--- src/rtl/pcma_coe_loader_if.sv ---
// Host/compensator-facing bus of pcma_coe_loader; PCMA_COE_READBACK_EN adds the shadow-bank read port.
interface pcma_coe_loader_if #(
    parameter int EQ_LEN    = 19,
    parameter int FCW       = 24,
    parameter int HOLDOFF_W = 10
);
    localparam int AW = (EQ_LEN > 1) ? $clog2(EQ_LEN) : 1;

    logic                 wr_en;
    logic [AW-1:0]        wr_addr;
    logic [FCW-1:0]       wr_data;
    logic                 wr_err;
    logic                 start;
    logic                 with_preset;
    logic                 teach_req;
    logic [HOLDOFF_W-1:0] holdoff;
    logic                 busy;
    logic                 done;
    logic                 preset_coe;
    logic                 load_coe;
    logic [FCW-1:0]       o_init_coe;
    logic                 teach_en;
`ifdef PCMA_COE_READBACK_EN
    logic                 rd_en;
    logic [AW-1:0]        rd_addr;
    logic [FCW-1:0]       rd_data;
    logic                 rd_vld;

    modport slave (input wr_en, wr_addr, wr_data, start, with_preset, teach_req, holdoff, rd_en, rd_addr,
                   output wr_err, busy, done, preset_coe, load_coe, o_init_coe, teach_en, rd_data, rd_vld);
    modport master (output wr_en, wr_addr, wr_data, start, with_preset, teach_req, holdoff, rd_en, rd_addr,
                    input wr_err, busy, done, preset_coe, load_coe, o_init_coe, teach_en, rd_data, rd_vld);
`else
    modport slave (input wr_en, wr_addr, wr_data, start, with_preset, teach_req, holdoff,
                   output wr_err, busy, done, preset_coe, load_coe, o_init_coe, teach_en);
    modport master (output wr_en, wr_addr, wr_data, start, with_preset, teach_req, holdoff,
                    input wr_err, busy, done, preset_coe, load_coe, o_init_coe, teach_en);
`endif
endinterface

--- src/rtl/pcma_coe_loader.sv ---
// Shadow coefficient bank replayed into pcma_compensator as load_coe strobes, with teach gating.
// Optional shadow-bank readback port enabled by PCMA_COE_READBACK_EN.
module pcma_coe_loader #(
    parameter int COE_WIDTH     = 16,
    parameter int INV_COE_WIDTH = 8,
    parameter int EQ_LEN        = 19,
    parameter int LOAD_GAP      = 1,
    parameter int HOLDOFF_W     = 10
) (
    input logic               clk,
    input logic               reset_n,
    pcma_coe_loader_if.slave  bus
);
    localparam int FCW = COE_WIDTH + INV_COE_WIDTH;
    localparam int AW  = (EQ_LEN > 1) ? $clog2(EQ_LEN) : 1;
    localparam int GW  = (LOAD_GAP > 0) ? $clog2(LOAD_GAP + 1) : 1;

    typedef enum logic [2:0] {IDLE, PRESET, PGAP, LOAD, FIN} state_t;

    state_t               state, state_next;
    logic [AW-1:0]        idx, idx_next;
    logic [GW-1:0]        gap, gap_next;
    logic [HOLDOFF_W-1:0] hcnt, hcnt_next;
    logic [FCW-1:0]       bank [EQ_LEN];
    logic                 busy_next, strobe_next, wr_ok;

    assign wr_ok = bus.wr_en && !bus.busy && ({1'b0, bus.wr_addr} < (AW+1)'(EQ_LEN));

    // Start is also accepted in FIN, where busy already reads 0.
    always_comb begin
        state_next = state;
        idx_next   = idx;
        gap_next   = gap;
        unique case (state)
            IDLE, FIN: begin
                state_next = IDLE;
                if (bus.start) begin
                    state_next = bus.with_preset ? PRESET : LOAD;
                    idx_next   = '0;
                    gap_next   = '0;
                end
            end
            PRESET: state_next = PGAP;
            PGAP:   state_next = LOAD;
            LOAD: begin
                if (gap != '0) begin
                    gap_next = gap - 1'b1;
                end else if (idx == AW'(EQ_LEN - 1)) begin
                    state_next = FIN;
                end else begin
                    idx_next = idx + 1'b1;
                    gap_next = GW'(LOAD_GAP);
                end
            end
            default: state_next = IDLE;
        endcase
        busy_next   = (state_next == PRESET) || (state_next == PGAP) || (state_next == LOAD);
        strobe_next = (state_next == LOAD) && (gap_next == '0);
        hcnt_next   = (state == FIN) ? bus.holdoff : (hcnt != '0) ? hcnt - 1'b1 : hcnt;
    end

    always_ff @(posedge clk or negedge reset_n) begin
        if (!reset_n) begin
            state          <= IDLE;
            idx            <= '0;
            gap            <= '0;
            hcnt           <= '0;
            bus.busy       <= 1'b0;
            bus.done       <= 1'b0;
            bus.preset_coe <= 1'b0;
            bus.load_coe   <= 1'b0;
            bus.o_init_coe <= '0;
            bus.teach_en   <= 1'b0;
            bus.wr_err     <= 1'b0;
        end else begin
            state          <= state_next;
            idx            <= idx_next;
            gap            <= gap_next;
            hcnt           <= hcnt_next;
            bus.busy       <= busy_next;
            bus.done       <= (state_next == FIN);
            bus.preset_coe <= (state_next == PRESET);
            bus.load_coe   <= strobe_next;
            if (strobe_next)
                bus.o_init_coe <= bank[idx_next];
            // Teach stays off through FIN and the hold-off window that follows it.
            bus.teach_en   <= bus.teach_req && !busy_next && (state_next != FIN) && (hcnt_next == '0);
            bus.wr_err     <= bus.wr_en && !wr_ok;
        end
    end

    always_ff @(posedge clk or negedge reset_n) begin
        if (!reset_n) begin
            for (int i = 0; i < EQ_LEN; i++)
                bank[i] <= '0;
        end else if (wr_ok) begin
            bank[bus.wr_addr] <= bus.wr_data;
        end
    end

`ifdef PCMA_COE_READBACK_EN
    always_ff @(posedge clk or negedge reset_n) begin
        if (!reset_n) begin
            bus.rd_vld  <= 1'b0;
            bus.rd_data <= '0;
        end else begin
            bus.rd_vld <= bus.rd_en;
            if (bus.rd_en)
                bus.rd_data <= ({1'b0, bus.rd_addr} < (AW+1)'(EQ_LEN)) ? bank[bus.rd_addr] : '0;
        end
    end
`endif
endmodule
--- src/flat_wrapper.sv ---
// flat-port wrapper written by rule: the top's interface ports become plain ports
module pcma_coe_loader_flat 
#(
    parameter int COE_WIDTH     = 16,
    parameter int INV_COE_WIDTH = 8,
    parameter int EQ_LEN        = 19,
    parameter int LOAD_GAP      = 1,
    parameter int HOLDOFF_W     = 10
)
  (clk, reset_n, bus_wr_en, bus_wr_addr, bus_wr_data, bus_start, bus_with_preset, bus_teach_req, bus_holdoff, bus_wr_err, bus_busy, bus_done, bus_preset_coe, bus_load_coe, bus_o_init_coe, bus_teach_en);
  pcma_coe_loader_if #(.EQ_LEN(EQ_LEN), .HOLDOFF_W(HOLDOFF_W)) bus_i ();
  input logic clk;
  input logic reset_n;
  input wire logic [$bits(bus_i.wr_en)-1:0] bus_wr_en;
  input wire logic [$bits(bus_i.wr_addr)-1:0] bus_wr_addr;
  input wire logic [$bits(bus_i.wr_data)-1:0] bus_wr_data;
  input wire logic [$bits(bus_i.start)-1:0] bus_start;
  input wire logic [$bits(bus_i.with_preset)-1:0] bus_with_preset;
  input wire logic [$bits(bus_i.teach_req)-1:0] bus_teach_req;
  input wire logic [$bits(bus_i.holdoff)-1:0] bus_holdoff;
  output wire logic [$bits(bus_i.wr_err)-1:0] bus_wr_err;
  output wire logic [$bits(bus_i.busy)-1:0] bus_busy;
  output wire logic [$bits(bus_i.done)-1:0] bus_done;
  output wire logic [$bits(bus_i.preset_coe)-1:0] bus_preset_coe;
  output wire logic [$bits(bus_i.load_coe)-1:0] bus_load_coe;
  output wire logic [$bits(bus_i.o_init_coe)-1:0] bus_o_init_coe;
  output wire logic [$bits(bus_i.teach_en)-1:0] bus_teach_en;
  assign bus_i.wr_en = bus_wr_en;
  assign bus_i.wr_addr = bus_wr_addr;
  assign bus_i.wr_data = bus_wr_data;
  assign bus_i.start = bus_start;
  assign bus_i.with_preset = bus_with_preset;
  assign bus_i.teach_req = bus_teach_req;
  assign bus_i.holdoff = bus_holdoff;
  assign bus_wr_err = bus_i.wr_err;
  assign bus_busy = bus_i.busy;
  assign bus_done = bus_i.done;
  assign bus_preset_coe = bus_i.preset_coe;
  assign bus_load_coe = bus_i.load_coe;
  assign bus_o_init_coe = bus_i.o_init_coe;
  assign bus_teach_en = bus_i.teach_en;
  pcma_coe_loader #(.COE_WIDTH(COE_WIDTH), .INV_COE_WIDTH(INV_COE_WIDTH), .EQ_LEN(EQ_LEN), .LOAD_GAP(LOAD_GAP), .HOLDOFF_W(HOLDOFF_W)) u_core (.clk(clk), .reset_n(reset_n), .bus(bus_i));
endmodule
--- config.mk ---
export PLATFORM = sky130hd
export DESIGN_NAME = pcma_coe_loader_flat
export DESIGN_NICKNAME = d
export VERILOG_FILES = /design/src/rtl/pcma_coe_loader_if.sv /design/src/rtl/pcma_coe_loader.sv /design/src/flat_wrapper.sv
export SDC_FILE = /design/constraint.sdc
export NUM_CORES = 1
export LEC_CHECK = 0
export BUFFER_PORTS_ARGS = -buffer_cell sky130_fd_sc_hd__buf_2
export CAP_MARGIN = 20
export CORE_UTILIZATION = 35
export CTS_CLUSTER_DIAMETER = 50
export DETAILED_ROUTE_END_ITERATION = 10
export SYNTH_ARGS = -nofsm -noshare
export SYNTH_HDL_FRONTEND = slang
export SYNTH_SLANG_ARGS = --single-unit
--- constraint.sdc ---
create_clock -name clk -period 5.4 [get_ports clk]
set_input_delay 0.81 -clock clk [delete_from_list [all_inputs] [get_ports clk]]
set_output_delay 0.81 -clock clk [all_outputs]
set_load 0.01 [all_outputs]
# Yosys cells after proc, flatten, opt, wreduce, memory -nomap -nowiden
# Cells that the tools add are included.
[classes] bitwise_logic=3 n_reduce_logical=17 addsub=3 magnitude_cmp=4 n_mux=21 eq_ne=10
[op_table] op="456-bit bitwise mux" count=1
[op_table] op="24-bit binary-select mux with 5-bit select" count=1
[op_table] op="24-bit demux with 5-bit select" count=1
[op_table] op="24-bit two-way mux" count=3
[op_table] op="10-bit two-way mux" count=2
[op_table] op="5-bit two-way mux" count=3
[op_table] op="3-bit by 2-bit equality test with 1-bit output (second input constant)" count=4
[op_table] op="6-bit >= comparator (second input constant)" count=2
[op_table] op="5-bit inverter with 6-bit output" count=2
[op_table] op="3-bit case mux with 4 select lines" count=1
[op_table] op="10-bit logical NOT" count=1
[op_table] op="5-bit case mux with 2 select lines" count=1
[op_table] op="10-bit nonzero test" count=1
[op_table] op="10-bit by 1-bit subtractor with 10-bit output (second input constant)" count=1
[op_table] op="3-bit two-way mux" count=3
[op_table] op="1-bit logical AND" count=8
[op_table] op="3-bit by 1-bit equality test with 1-bit output (second input constant)" count=2
[op_table] op="3-bit equality test (second input constant)" count=2
[op_table] op="6-bit by 1-bit less-than comparator with 1-bit output (second input constant)" count=1
[op_table] op="5-bit by 1-bit adder with 5-bit output (second input constant)" count=1
[op_table] op="5-bit equality test (second input constant)" count=1
[op_table] op="5-bit less-than comparator (second input constant)" count=1
[op_table] op="1-bit logical NOT" count=3
[op_table] op="3-bit logical NOT" count=1
[op_table] op="other kinds (8)" count=11
[totals] word_cells=88 out_inout_bits=30 in_bits=45 regBits=505

# Longest topological paths before layout
[logic_depth] ltp_word=11 ltp_mapped=12 mapped_depth_nobuf=10

# Worst setup path after synthesis
# OpenSTA, ideal clock, no wires.
[synth_path] path_kind="input port to flip-flop" startpoint="input bus_wr_addr[4]" endpoint="register u_core.bank[363] in the netlist's numbering" setup_time_ns=0.125 n_path_buf=1 cell_stages=4 path_slack_ns=2.736 arrival_ns=2.540 cell_sequence="or4b_2 -> nor4_2 -> buf_2 -> mux2_2"
[synth_between] elab_chain_cells=6 word_cells_on_any_way=9 cone_classes="order compare (3); mux (3); bitwise (1); reduce/logical (2)"
[synth_lines] element="from (decl)" line="flat_wrapper.sv:15" rtl="input wire logic [$bits(bus_i.wr_addr)-1:0] bus_wr_addr;"
[synth_lines] element="5-bit inverter with 6-bit output (implied by the code)" line="pcma_coe_loader.sv:97" rtl="bank[bus.wr_addr] <= bus.wr_data;"
[synth_lines] element="6-bit >= comparator (implied by the code) or 6-bit by 1-bit less-than comparator with 1-bit output (tied branches)" line="pcma_coe_loader.sv:97"
[synth_lines] element="1-bit logical AND (implied by the code)" line="pcma_coe_loader.sv:97"
[synth_lines] element="24-bit two-way mux (implied by the code)" line="pcma_coe_loader.sv:97"
[synth_lines] element="24-bit demux with 5-bit select" line="pcma_coe_loader.sv:97"
[synth_lines] element="456-bit bitwise mux" line="pcma_coe_loader.sv:97"
[synth_lines] element="to (signal, indexed assignment)" line="pcma_coe_loader.sv:97"
[synth_lines] element="to (decl)" line="pcma_coe_loader.sv:24" rtl="logic [FCW-1:0] bank [EQ_LEN];"
# Parallel ways exist; a longest one is shown, timed or not.
# A chain may end at the register's enable or synchronous reset.

# Final worst setup path
[layout_path] startpoint="register u_core.idx[0]" endpoint="register u_core.bus.o_init_coe[11]"
[layout_between] elab_chain_cells=8 word_cells_on_any_way=19 cone_classes="add/sub (1); eq/ne (2); mux (13); bitwise (2); reduce/logical (1)"
[layout_lines] element="from (decl)" line="pcma_coe_loader.sv:21" rtl="logic [AW-1:0] idx, idx_next;"
[layout_lines] element="from (signal assigned)" line="pcma_coe_loader.sv:77" rtl="idx <= idx_next;"
[layout_lines] element="5-bit by 1-bit adder with 5-bit output or 5-bit equality test (tied branches)" line="pcma_coe_loader.sv:51, pcma_coe_loader.sv:48"
[layout_lines] element="5-bit two-way mux" line="pcma_coe_loader.sv:48" rtl="end else if (idx == AW'(EQ_LEN - 1)) begin"
[layout_lines] element="5-bit two-way mux" line="pcma_coe_loader.sv:46" rtl="if (gap != '0) begin"
[layout_lines] element="5-bit case mux with 2 select lines" line="pcma_coe_loader.sv:34" rtl="unique case (state)"
[layout_lines] element="5-bit inverter with 6-bit output (implied by the code)" line="pcma_coe_loader.sv:85" rtl="bus.o_init_coe <= bank[idx_next];"
[layout_lines] element="24-bit binary-select mux with 5-bit select" line="pcma_coe_loader.sv:85"
[layout_lines] element="24-bit two-way mux (implied by the code) (2 in series)" line="pcma_coe_loader.sv:85"
[layout_lines] element="to (signal assigned)" line="pcma_coe_loader.sv:85"
[layout_lines] element="to (decl)" line="pcma_coe_loader_if.sv:35" rtl="output wr_err, busy, done, preset_coe, load_coe, o_init_coe, teach_en);"
# Parallel ways exist; a longest one is shown, timed or not. The select of a mux whose other input is x is not followed.

==> results.yml <==
outcome:
  outcome: "completed"
synth:
  synth-main-ff-cell: "dfrtp_1"
  synthSimpleGateAreaFrac_pct: 4.14
  post-synth-top-count-cell: "dfrtp_1"
  async_reset_ff_share_pct: 100
  synth_fa_ha_area_share_pct: 0.165
  yosysWarnings: 0
  synth_top_family_by_area: "multiplexers"
  syn_inst: 1691
  synth_edf_count: 0
  synth_area_leaders: "dfrtp_1 (55%), mux2_2 (23%), mux2i_1 (9.7%), o22ai_1 (2.6%), clkbuf_1 (1.1%)"
  yosysSeqAreaShare_pct: 55.4
  ys_ff_latch: 505
  synthMuxAreaShare_pct: 32.3
  yosys-top-cells-count: "dfrtp_1 (505), mux2_2 (458), mux2i_1 (220), o22ai_1 (96), clkbuf_1 (68)"
  yosysUniqueCellTypes: 51
  syn_area_um2: 22800
  yosysTopAreaCellShare_pct: 55.4
  syn_avg_cell_area_um2: 13.5
  yosys.area.top_type: "dfrtp_1"
  syn-num-nets: 1739
  synth_compound_area_share_pct: 4.76
  synthXorXnorAreaFrac_pct: 0.154
cts:
  cts_buffers: 51
  cts-htree-levels: 2
  clock_sinks: 505
  insertion_delay_ns: 0.57
  cts_hold_buf: 0
  cts_resized: 0
  cts_tree: "yes"
  cts.path.max_buffers: 3
  path_clk_slew_ns: 0.06
  cts_root_buf: "clkbuf_16"
  cts_setup_buffers: 0
cells_and_area:
  seqCellArea_um2: 12600
  fin_area_um2: 25700
  final.fill_count: 6020
  fin_nets: 1749
  multi_input_area_um2: 9520
  drive_gt1_share_pct: 38.3
  area_growth_pct: 12.9
  num_antenna_cells: 0
timing:
  slew_headroom_pct: 22.1
  setup_violations: 0
  clock_skew_ns: 0.00838
  worst_pin_slew_ns: 1.16
  hold_viol: 0
  tns_ns: 0
  maxSlewViolCount: 0
  fmax_mhz: 249
  rsz0062_at_grt: "false"
  period_share_pct: 74.3
  min_period_ns: 4.01
grt:
  antenna_found_initial: 2
  grt_pass1_vias: 14700
  gr-usage-all-layers_pct: 18.0
  grt_max_degree: 148
  grt_pass1_wl_mm: 91.5
  grt_overflow_total: 0
floorplanning:
  die_area_um2: 66200
  ios: 75
  die_h_um: 257
  core_region_area_um2: 64500
  start_util_pct: 35.4
  chipWidth_um: 257
  placementRows: 93
drt:
  wl_mm: 59.6
  vias_per_cell: 5.41
  drtPass1Iterations: 5
  wl_per_cell_um: 23.0
  vias: 14000
  first_iter_violations: 980
  drcViolationCount: 0
  ant_nets: 0
critical_path:
  required_ns: 5.88
  startpoint_type: "flip-flop"
  critPathCapture: "u_core.bus.o_init_coe[11]"
  cp_data_arrival_time_ns: 4.49
  reg2reg_depth: 10
  timing.rr.end: "u_core.bus.o_init_coe[11]"
  crit_type: "reg -> reg"
  crit_fanout: 29
  critPathCaptureType: "flip-flop"
  critPathLaunch: "u_core.idx[0]"
  r2r_setup_slack_ns: 1.39
  worstReg2RegStart: "u_core.idx[0]"
pwr:
  power_leakage_nw: 12.7
  irDropWorstVdd_uv: 775
  p_per_area_nw_per_um2: 425
placement:
  placedInstanceArea_um2: 24000
  gp_routability_congestion: 0.790
  hpwl_mm: 33.5
  portBuffers: 74
run:
  cap_violations: 0
hold_path:
  hold_class: "in -> async"
[worst max-delay path, cell delays in order, from the launching register on]
cell	delay, ns
dfrtp_1	0.45
inv_1	0.07
ha_1	0.20
nor4bb_4	0.16
nor3_2	0.36
mux2_2	0.45
inv_2	0.59
nand3_2	0.89
o22ai_1	0.42
nor4_1	0.11
o221ai_1	0.18
[per-stage QoR]
stage / worst slack (ns) / hold slack, ns / power [mW] / std cells / util, %
3_5_place_dp: 1.41 / 0.492 / 7.29 / 2502 / 37.2
6_report: 1.39 / 0.166 / 10.9 / 2595 / 39.9
3_3_place_gp: 1.61 / 0.486 / 7.23 / 2500 / 37.1
2_1_floorplan: 2.74 / 0.479 / 6.19 / 1691 / -
5_1_grt: 1.18 / 0.197 / 11.3 / 2595 / 39.9
4_1_cts: 1.41 / 0.173 / 11.0 / 2594 / 39.9
[state kept, by name, indices dropped and copies added (netlist names)]
register               count
u_core.idx                 5
u_core.bus.preset_coe      1
u_core.bus.o_init_coe     24
u_core.state               3
u_core.bus.teach_en        1
u_core.bus.busy            1
u_core.bus.load_coe        1
u_core.bus.wr_err          1
u_core.bank              456
u_core.hcnt               10
u_core.bus.done            1
u_core.gap                 1
[how the worst min path moves through the flow]
stage / from / end / slack [ns] / cells after the start
after detailed placement: u_core.bank[109] / u_core.bank[109] / 0.49 / 1
after floorplan: u_core.bank[119] / u_core.bank[119] / 0.48 / 1
final: reset_n / u_core.bank[161] / 0.17 / 1
after global routing: reset_n / u_core.bank[116] / 0.20 / 1
after global placement: u_core.bank[149] / u_core.bank[149] / 0.49 / 1
after CTS: reset_n / u_core.bank[428] / 0.17 / 1
[where the power goes]
part / total, mW / leakage, nW / internal [mW] / switching (mW)
sequential: 3.99 / 7.00 / 3.88 / 0.108
combinational: 3.26 / 4.86 / 1.03 / 2.23
clock: 3.67 / 0.862 / 2.21 / 1.46
total: 10.9 / 12.7 / 7.13 / 3.80
[routing by layer]
layer  track usage (%)  vias to the layer above  wire (um)
li1                  -                     6192          -
met1              23.9                     7435      26900
met2              30.2                      300      28500
met3              2.46                      111       2390
met4              6.02                        4       1830
met5                 0                        -         20
[kinds of logic (layout without fill, tap and decap cells)]
| logic type | Yosys count | in the layout |
|---|---|---|
| AOI/OAI and AO/OA | 168 | 168 |
| xor gates and xnor gates | 4 | 4 |
| adders and majority gates | 3 | 3 |
| buffers and inverters | 163 | 212 |
| DFF | 505 | 505 |
| muxes | 678 | 678 |
| and+or+nand+nor | 170 | 170 |
[cell type report]
cell class,count,area share (%)
flip-flops and latches,505,49.1
multi-input cells,1023,37.0
clock buffers,80,6.05
well taps,855,4.16
repair buffers,106,2.76
clock inverters,12,0.763
inverters,14,0.204
[layout by cell type (no fill, tap or decap), types with 6 or more instances in the layout]
cell and n:
nor3b_1 7, inv_1 11, nand2_1 42, buf_2 73
nor4_1 27, mux2_2 458, clkbuf_1 14, clkbuf_8 13
mux2i_1 219, clkbuf_16 53, nand3_1 10, buf_4 24
o221ai_1 24, a21oi_1 33, o22ai_1 96, dfrtp_1 505
nor2_1 42, buf_12 6
No activity file was read; power rests on OpenSTA's default activity.
